===== config.mk =====
export PLATFORM = sky130hd
export DESIGN_NAME = pong_physics
export DESIGN_NICKNAME = d
export VERILOG_FILES = /design/src/rtl/pong_physics.sv
export SDC_FILE = /design/constraint.sdc
export NUM_CORES = 1
export LEC_CHECK = 0
export ABC_CLOCK_PERIOD_IN_PS = 8000
export CORE_ASPECT_RATIO = 0.7
export CORE_UTILIZATION = 39
export CTS_BUF_LIST = sky130_fd_sc_hd__clkbuf_4 sky130_fd_sc_hd__clkbuf_8
export DETAILED_ROUTE_END_ITERATION = 10
export GPL_TIMING_DRIVEN = 0
export PLACE_DENSITY = 0.71
export SETUP_SLACK_MARGIN = 0.05
export SLEW_MARGIN = 20
export SYNTH_ARGS = -nofsm -noshare
export SYNTH_HDL_FRONTEND = slang
export SYNTH_SLANG_ARGS = --single-unit
export TNS_END_PERCENT = 1

===== constraint.sdc =====
create_clock -name clk50M -period 8 [get_ports clk50M]
set_input_delay 0.8 -clock clk50M [delete_from_list [all_inputs] [get_ports clk50M]]
set_output_delay 0.8 -clock clk50M [all_outputs]
set_load 0.05 [all_outputs]

===== src/rtl/pong_physics.sv =====
// Pong game-state engine: once per video frame it advances the ball, the paddles,
// the scores and the serve / play / game-over control. All outputs are registered.
module pong_physics #(
   parameter int BALL_SIZE    = 8,
   parameter int BALL_SPEED   = 2,
   parameter int PADDLE_W     = 8,
   parameter int PADDLE_H     = 64,
   parameter int PADDLE_SPEED = 4,
   parameter int P1_X         = 16,
   parameter int P2_X         = 616,
   parameter int SERVE_FRAMES = 60,
   parameter int WIN_SCORE    = 7
) (
   input  logic       clk50M,
   input  logic       reset,
   input  logic       endofframe,
   input  logic       p1_up,
   input  logic       p1_down,
   input  logic       p2_up,
   input  logic       p2_down,
   input  logic       start,
   output logic [9:0] ball_x,
   output logic [9:0] ball_y,
   output logic [9:0] paddle_one_x,
   output logic [9:0] paddle_one_y,
   output logic [9:0] paddle_two_x,
   output logic [9:0] paddle_two_y,
   output logic [3:0] score_one,
   output logic [3:0] score_two,
   output logic       game_over
);
   localparam int CNT_W = $clog2(SERVE_FRAMES + 1);

   localparam logic [9:0]  BALL_CX     = 10'(320 - BALL_SIZE / 2);
   localparam logic [9:0]  BALL_CY     = 10'(240 - BALL_SIZE / 2);
   localparam logic [9:0]  PAD_Y0      = 10'(240 - PADDLE_H / 2);
   localparam logic [9:0]  PAD_Y_MAX   = 10'(480 - PADDLE_H);
   localparam logic [9:0]  PAD_SPD     = 10'(PADDLE_SPEED);
   localparam logic [9:0]  BALL_SPD    = 10'(BALL_SPEED);
   localparam logic [9:0]  BALL_Y_MAX  = 10'(480 - BALL_SIZE);
   localparam logic [9:0]  HIT1_X      = 10'(P1_X + PADDLE_W);
   localparam logic [9:0]  HIT2_X      = 10'(P2_X - BALL_SIZE);
   localparam logic [10:0] SPD11       = 11'(BALL_SPEED);
   localparam logic [10:0] SIZE11      = 11'(BALL_SIZE);
   localparam logic [10:0] PADH11      = 11'(PADDLE_H);
   localparam logic [10:0] P1_FACE     = 11'(P1_X + PADDLE_W);
   localparam logic [10:0] P2_FACE     = 11'(P2_X);
   localparam logic [10:0] BALL_X_MAX  = 11'(640 - BALL_SIZE);
   localparam logic [10:0] BALL_Y_MAX11 = 11'(480 - BALL_SIZE);
   localparam logic [CNT_W-1:0] SERVE_LAST = CNT_W'(SERVE_FRAMES - 1);
   localparam logic [3:0]  WIN         = 4'(WIN_SCORE);

   typedef enum logic [1:0] {S_SERVE, S_PLAY, S_OVER} state_t;

   state_t           state_q, state_d;
   logic [CNT_W-1:0] cnt_q, cnt_d;
   logic [9:0]       bx_q, bx_d, by_q, by_d;
   logic [9:0]       p1y_q, p1y_d, p2y_q, p2y_d;
   logic [3:0]       s1_q, s1_d, s2_q, s2_d;
   logic             dx_q, dx_d, dy_q, dy_d;
   logic             go_q, go_d;
   logic             eof_q, eof_d;

   logic             tick;
   logic             miss_l, miss_r;
   logic [10:0]      bx11, by11;
   logic [9:0]       p1_new, p2_new;
   logic [3:0]       score_new;

   function automatic logic [9:0] paddle_step(input logic [9:0] y, input logic up,
                                              input logic dn);
      logic [9:0] r;
      r = y;
      if (up && !dn)      r = (y < PAD_SPD) ? 10'd0 : y - PAD_SPD;
      else if (dn && !up) r = (y > PAD_Y_MAX - PAD_SPD) ? PAD_Y_MAX : y + PAD_SPD;
      return r;
   endfunction

   function automatic logic overlaps(input logic [9:0] by, input logic [9:0] py);
      logic [10:0] b, p;
      b = {1'b0, by};
      p = {1'b0, py};
      return (b + SIZE11 > p) && (b < p + PADH11);
   endfunction

   always_comb begin
      state_d   = state_q;
      cnt_d     = cnt_q;
      bx_d      = bx_q;
      by_d      = by_q;
      p1y_d     = p1y_q;
      p2y_d     = p2y_q;
      s1_d      = s1_q;
      s2_d      = s2_q;
      dx_d      = dx_q;
      dy_d      = dy_q;
      go_d      = go_q;
      eof_d     = endofframe;
      tick      = endofframe & ~eof_q;
      miss_l    = 1'b0;
      miss_r    = 1'b0;
      score_new = 4'd0;
      bx11      = {1'b0, bx_q};
      by11      = {1'b0, by_q};
      p1_new    = paddle_step(p1y_q, p1_up, p1_down);
      p2_new    = paddle_step(p2y_q, p2_up, p2_down);

      if (tick) begin
         case (state_q)
            S_SERVE: begin
               p1y_d = p1_new;
               p2y_d = p2_new;
               if (cnt_q == SERVE_LAST) begin
                  cnt_d   = '0;
                  state_d = S_PLAY;
               end else begin
                  cnt_d = cnt_q + 1'b1;
               end
            end
            S_PLAY: begin
               p1y_d = p1_new;
               p2y_d = p2_new;
               if (!dy_q) begin
                  if (by_q < BALL_SPD) begin
                     by_d = 10'd0;
                     dy_d = 1'b1;
                  end else begin
                     by_d = by_q - BALL_SPD;
                  end
               end else if (by11 + SPD11 > BALL_Y_MAX11) begin
                  by_d = BALL_Y_MAX;
                  dy_d = 1'b0;
               end else begin
                  by_d = by_q + BALL_SPD;
               end
               // Paddle faces are tested against pre-move paddle positions.
               if (!dx_q) begin
                  if (bx11 >= P1_FACE && bx11 <= P1_FACE + SPD11 && overlaps(by_q, p1y_q)) begin
                     bx_d = HIT1_X;
                     dx_d = 1'b1;
                  end else if (bx11 < SPD11) begin
                     miss_l = 1'b1;
                  end else begin
                     bx_d = bx_q - BALL_SPD;
                  end
               end else begin
                  if (bx11 + SIZE11 <= P2_FACE && bx11 + SIZE11 + SPD11 >= P2_FACE &&
                      overlaps(by_q, p2y_q)) begin
                     bx_d = HIT2_X;
                     dx_d = 1'b0;
                  end else if (bx11 + SPD11 > BALL_X_MAX) begin
                     miss_r = 1'b1;
                  end else begin
                     bx_d = bx_q + BALL_SPD;
                  end
               end
               if (miss_l || miss_r) begin
                  bx_d      = BALL_CX;
                  by_d      = BALL_CY;
                  dy_d      = dy_q;
                  dx_d      = miss_r;
                  score_new = miss_l ? s2_q + 4'd1 : s1_q + 4'd1;
                  if (miss_l) s2_d = score_new;
                  else        s1_d = score_new;
                  if (score_new == WIN) begin
                     state_d = S_OVER;
                     go_d    = 1'b1;
                  end else begin
                     state_d = S_SERVE;
                     cnt_d   = '0;
                  end
               end
            end
            S_OVER: begin
               if (start) begin
                  s1_d    = 4'd0;
                  s2_d    = 4'd0;
                  p1y_d   = PAD_Y0;
                  p2y_d   = PAD_Y0;
                  dx_d    = 1'b1;
                  cnt_d   = '0;
                  go_d    = 1'b0;
                  state_d = S_SERVE;
               end
            end
            default: state_d = S_SERVE;
         endcase
      end
   end

   always_ff @(posedge clk50M) begin
      if (reset) begin
         state_q <= S_SERVE;
         cnt_q   <= '0;
         bx_q    <= BALL_CX;
         by_q    <= BALL_CY;
         p1y_q   <= PAD_Y0;
         p2y_q   <= PAD_Y0;
         s1_q    <= 4'd0;
         s2_q    <= 4'd0;
         dx_q    <= 1'b1;
         dy_q    <= 1'b1;
         go_q    <= 1'b0;
         eof_q   <= 1'b1;
      end else begin
         state_q <= state_d;
         cnt_q   <= cnt_d;
         bx_q    <= bx_d;
         by_q    <= by_d;
         p1y_q   <= p1y_d;
         p2y_q   <= p2y_d;
         s1_q    <= s1_d;
         s2_q    <= s2_d;
         dx_q    <= dx_d;
         dy_q    <= dy_d;
         go_q    <= go_d;
         eof_q   <= eof_d;
      end
   end

   assign ball_x       = bx_q;
   assign ball_y       = by_q;
   assign paddle_one_x = 10'(P1_X);
   assign paddle_one_y = p1y_q;
   assign paddle_two_x = 10'(P2_X);
   assign paddle_two_y = p2y_q;
   assign score_one    = s1_q;
   assign score_two    = s2_q;
   assign game_over    = go_q;

endmodule


[Word level (Yosys, flattened, before mapping)]
Cells that the tools add are included.
Cells by class
  $add $sub $neg: 18
  order comparisons: 16
  equality and inequality tests: 15
  mux-type cells: 62
  bitwise operators: 3
  reduce and logical (&&, ||, !) cells: 31
Operators by type and width (number)
  10-bit two-way mux: 19
  10-bit one-hot mux with 2 select lines: 2
  4-bit two-way mux: 6
  6-bit two-way mux: 4
  10-bit by 2-bit adder with 11-bit output, second input constant: 2
  10-bit by 4-bit adder with 11-bit output, second input constant: 2
  10-bit by 7-bit adder with 11-bit output, second input constant: 2
  11-bit by 10-bit greater-than comparator with 1-bit output: 2
  10-bit by 11-bit < comparator with 1-bit output: 2
  1-bit two-way mux: 21
  10-bit by 2-bit adder with 10-bit output, second input constant: 2
  10-bit by 3-bit adder with 10-bit output, second input constant: 2
  10-bit by 9-bit greater-than comparator with 1-bit output, second input constant: 2
  10-bit by 2-bit < comparator with 1-bit output, second input constant: 2
  10-bit by 3-bit < comparator with 1-bit output, second input constant: 2
  5-bit AND reduction: 4
  10-bit by 2-bit subtractor with 10-bit output, second input constant: 2
  10-bit by 3-bit subtractor with 10-bit output, second input constant: 2
  6-bit one-hot mux with 3 select lines: 1
  4-bit one-hot mux with 2 select lines: 2
  4-bit AND reduction: 4
  2-bit inequality test, second input constant: 7
  11-bit by 2-bit adder with 11-bit output, second input constant: 1
  11-bit by 10-bit greater-or-equal comparator with 1-bit output, second input constant: 1
  other kinds (27): 49
Storage, ports and cells
  flip-flop bits (word level): 60
  input bits: 8
  output and inout port bits: 69
  word-level logic and storage cells: 157

[Longest topological paths before layout]
  word-level depth: 13
  gate-level depth with buffers: 15

[Least setup slack after synthesis]
No wires, ideal clock.
  path kind: reg-to-reg
  start: register by_q[3], in the netlist ball_y[3]
  end: register cnt_q[3]
  arrival: 3580 ps
  path slack: 4350 ps
  cell stages (with the launch flop): 14
  path buffers: 2
  period minus slack after synthesis: 3650 ps
  cell sequence: dfxtp_1 clkbuf_1 inv_1 ha_1 ha_1 a21oi_1 a21oi_1 o41ai_1 a21oi_1 a211oi_4 o21ai_2 buf_6 or4_1 a21oi_1
On the way
  word-level cells in the longest chain between the ends: 12
  elaborated cells on any way between the ends: 23
  classes of those cells: add/sub: 1; order compare: 4; eq/ne: 3; mux: 9; reduce/logical: 6
RTL lines
  start: declaration: RTL line 57  | logic [9:0] bx_q, bx_d, by_q, by_d;
  start signal: assignment: RTL line 209  | by_q <= by_d;
  10-bit by 4-bit adder with 11-bit output: RTL line 83  | return (b + SIZE11 > p) && (b < p + PADH11);
  11-bit by 10-bit greater-than comparator with 1-bit output: RTL line 83
  1-bit logical AND: RTL line 83
  1-bit logical AND: RTL line 138  | if (bx11 >= P1_FACE && bx11 <= P1_FACE + SPD11 && overlaps(by_q, p1y_q)) begin
  1-bit two-way mux: RTL line 138
  1-bit two-way mux: RTL line 137  | if (!dx_q) begin
  1-bit two-way mux: RTL line 109  | case (state_q)
  1-bit two-way mux: RTL line 108  | if (tick) begin
  4-bit two-way mux: RTL line 162  | score_new = miss_l ? s2_q + 4'd1 : s1_q + 4'd1;
  4-bit by 3-bit equality test with 1-bit output: RTL line 165  | if (score_new == WIN) begin
  2-bit inequality test (no source line)
  5-bit AND reduction (no source line) (*)
  end signal: assignment: RTL line 207  | cnt_q <= cnt_d;
  end: declaration: RTL line 56  | logic [CNT_W-1:0] cnt_q, cnt_d;
Mark *: on every way between the ends. The rest lies on a longest branch, timed or not. The select of a mux whose other input is x is not followed.
A chain may end at the register's enable or synchronous reset.

[Worst setup path after layout]
  start: register by_q[3], in the netlist ball_y[3]
  end: register s1_q[1], in the netlist score_one[1]
On the way
  word-level cells in the longest chain between the ends: 12
  elaborated cells on any way between the ends: 25
  classes of those cells: add/sub: 1; order compare: 4; eq/ne: 2; mux: 12; reduce/logical: 6
RTL lines
  10-bit by 4-bit adder with 11-bit output: RTL line 83
  11-bit by 10-bit greater-than comparator with 1-bit output: RTL line 83
  1-bit logical AND: RTL line 83
  1-bit logical AND: RTL line 138
  1-bit two-way mux: RTL line 138
  1-bit two-way mux: RTL line 137
  1-bit two-way mux: RTL line 109
  1-bit two-way mux: RTL line 108
  4-bit two-way mux: RTL line 162
  4-bit two-way mux: RTL line 163  | if (miss_l) s2_d = score_new;
  4-bit two-way mux: RTL line 157  | if (miss_l || miss_r) begin
  4-bit one-hot mux with 2 select lines: RTL line 109
  end signal: assignment: RTL line 199  | s1_q <= 4'd0;
  end signal: assignment: RTL line 212  | s1_q <= s1_d;
  end: declaration: RTL line 59  | logic [3:0] s1_q, s1_d, s2_q, s2_d;
Parallel ways exist; a longest one is shown, timed or not. The select of a mux whose other input is x is not followed.

==> results.tsv <==
metric	value	unit
outcome	finished clean	
routed wire length	16.0	mm
unrepaired setup endpoints after global routing	no	
hold crit path type	register to register	
post-route ant nets	0	
worst path arrival time	4430	ps
Peak VDD IR	0.0766	mV
hpwl dp	12.3	mm
EDFF count, synth	0	
worst skew pair latency	330	ps
flops & latches, synth	54	
Reg clk slew, reported paths	110	ps
Post-Syn Area	5600	um^2
layout cell share with drive strength beyond 1	0.0778	
top cells by area, synth	dfxtp_1, ha_1, a21oi_1	
I/O Buffers	49	
CTS Buf Count	5	
Mean Syn Cell Area	7.42	um^2
Die Y	102	um
Tot Pwr	567	uW
GRT overflow	0	
area share of the largest cell type after synthesis	0.193	
Hold Path End	cnt_q[1]	
total number of vias	5838	
Net Sw Power	174	uW
R2R depth	12	
Post CTS Setup Buffer Count	0	
Syn. warnings	0	
sequential area share after synthesis	0.193	
Top-Level Pins	77	
prevailing post-synth register cell	dfxtp_1	
# clock sinks	54	
crit end category	register	
starting DRC count in detailed routing	573	
Netlist cell types	78	
slew margin rel.	0.447	
FILL cells	1398	
CP Class	register to register	
Antenna Cells	0	
core area	14000	um^2
WL/cell	15.6	um
Max Root-Sink Buffers	2	
combinational fraction of design power	0.156	
num rows	36	
Layout area overhead	16.7	%
Pwr Density	86.8	nW/um^2
post-CTS resize count	0	
initial core utilization	0.401	
sequential share of power	0.482	
switching share of total power	0.307	
Final period util	0.528	
DR vias/cell	5.70	
# DRC	0	
crit start category	register	
GP Congestion	0.947	
die width	145	um
# setup viols final	0	
Root Driver	clkbuf_8	
fin crit period	4220	ps
number of global-route vias before repair	4992	
CTS tree	yes	
TNS Setup	0	ps
Final Hold Fails	0	
P_int	393	uW
worst-margin pin slew	827	ps
pin count of the biggest net entering global routing	19	
Worst R2R Setup Slack	3780	ps
first-pass GRT wire length	26.0	mm
HP Start	cnt_q[1]	
clock skew	10.2	ps
die area	14800	um^2
max cap viols	0	
Final #Nets	902	
TritonRoute pass-1 iters	5	
critical path required time	8200	ps
r2r startpoint	ball_y[3]	
cell count after synthesis	754	
GRT Overall Usage	0.214	
start point of the critical path	ball_y[3]	
initial antenna violation count	0	
CTS H-tree lvls	2	
Hold Path Stages	2	
Post-Layout Cell Count	1025	
Final Slew Violations	0	
Yosys top cell by area	dfxtp_1	
fraction of registers with async set/reset	0	
Clk pwr share	0.361	
f_max	237	MHz
FF-to-FF End	score_one[1]	
Post-CTS Hold Buffers	0	
placed cells	1017	
leakage	0.00262	uW
Worst Path Max Fanout	9	
[worst max-delay path by stage]
stage	slack (ps)	end	cells after the start
after floorplan	4350	cnt_q[3]	13
after global placement	4000	score_one[1]	12
after detailed placement	4020	score_one[1]	12
after CTS	3970	score_one[1]	12
after global routing	3560	score_one[1]	12
final	3780	score_one[1]	12
[per-stage QoR]
stage | setup slack, ps | hold slack (ps) | area (um^2) | utilization
after floorplan | 4350 | 449 | 5690 | -
after global placement | 4000 | 464 | 6410 | 0.459
after detailed placement | 4020 | 477 | 6410 | 0.459
after CTS | 3970 | 493 | 6530 | 0.468
after global routing | 3560 | 511 | 6530 | 0.468
final | 3780 | 492 | 6530 | 0.468
[synthesized netlist by cell type, types with 9 or more instances]
| master | n |
|---|---|
| buf_4 | 26 |
| nand3_1 | 36 |
| clkbuf_1 | 31 |
| nand4_1 | 10 |
| xnor2_1 | 20 |
| o21ai_0 | 42 |
| and2_1 | 11 |
| ha_1 | 60 |
| nor3_1 | 16 |
| nor2_1 | 66 |
| xor2_1 | 12 |
| and3_1 | 12 |
| a211oi_1 | 9 |
| mux2i_1 | 11 |
| nand2_1 | 62 |
| dfxtp_1 | 54 |
| inv_1 | 42 |
| a21oi_1 | 59 |
[sequential cells by signal, indices dropped and copies added, names as in the netlist]
name          count
ball_x            9
ball_y            9
cnt_q             6
dx_q              1
dy_q              1
eof_q             1
game_over         1
paddle_one_y      8
paddle_two_y      8
score_one         4
score_two         4
state_q           2
[layout by cell type, fill, tap and decap left out, drive strengths merged, types with 37 or more instances in the layout]
cell type       n
clkdlybuf4s50  49
inv            43
o21ai          46
ha             60
nand3          37
nand2          62
nor2           66
dfxtp          54
a21oi          59
[kinds of logic after synthesis]
| logic type | count (synthesis) | synth area share |
|---|---|---|
| adder cells (fa/ha/maj) | 60 | 0.134 |
| AO/OA/AOI/OAI | 209 | 0.249 |
| multiplexers | 15 | 0.0284 |
| AND/OR/NAND/NOR | 272 | 0.248 |
| buffers and inverters | 110 | 0.0962 |
| other | 2 | 0.00134 |
| flip-flops | 54 | 0.193 |
| XOR/XNOR | 32 | 0.0501 |
[worst max-delay path, stage by stage, from the launching register on]
cell and delay (ps):
dfxtp_1 460, clkbuf_1 390, inv_1 250, ha_1 400, ha_1 330, a21oi_1 170
a21oi_1 100, o41ai_1 390, a21oi_1 270, a2111oi_0 670, o21ai_1 360, mux2i_1 250
nor2_1 60
[metal layers]
| layer | part of all wire | GRT usage | vias to the layer above |
|---|---|---|---|
| li1 | - | - | 2835 |
| met1 | 0.51 | 0.335 | 2705 |
| met2 | 0.39 | 0.298 | 279 |
| met3 | 0.097 | 0.0406 | 19 |
| met4 | 0.0096 | 0.0340 | 0 |
| met5 | 0 | 0 | - |
[layout make-up]
cell class | count | area (um^2) | area share
Buffer | 67 | 377 | 0.0577
Clock buffer | 5 | 68.8 | 0.0105
Clock inverter | 3 | 47.5 | 0.00728
Inverter | 43 | 161 | 0.0247
Multi-Input combinational cell | 614 | 4070 | 0.623
Sequential cell | 54 | 1080 | 0.166
Tap cell | 190 | 238 | 0.0364
Timing Repair Buffer | 49 | 490 | 0.0751
[power groups by stage]
stage          Sequential, uW  Combinational [uW]  Clock (uW)
6_report                  273                88.7         205
3_3_place_gp              279                86.9           0
3_5_place_dp              279                87.1           0
2_1_floorplan             283                66.8           0
5_1_grt                   274                95.2         218
4_1_cts                   273                87.3         208
Note: power is estimated with default switching activity, not from simulation.
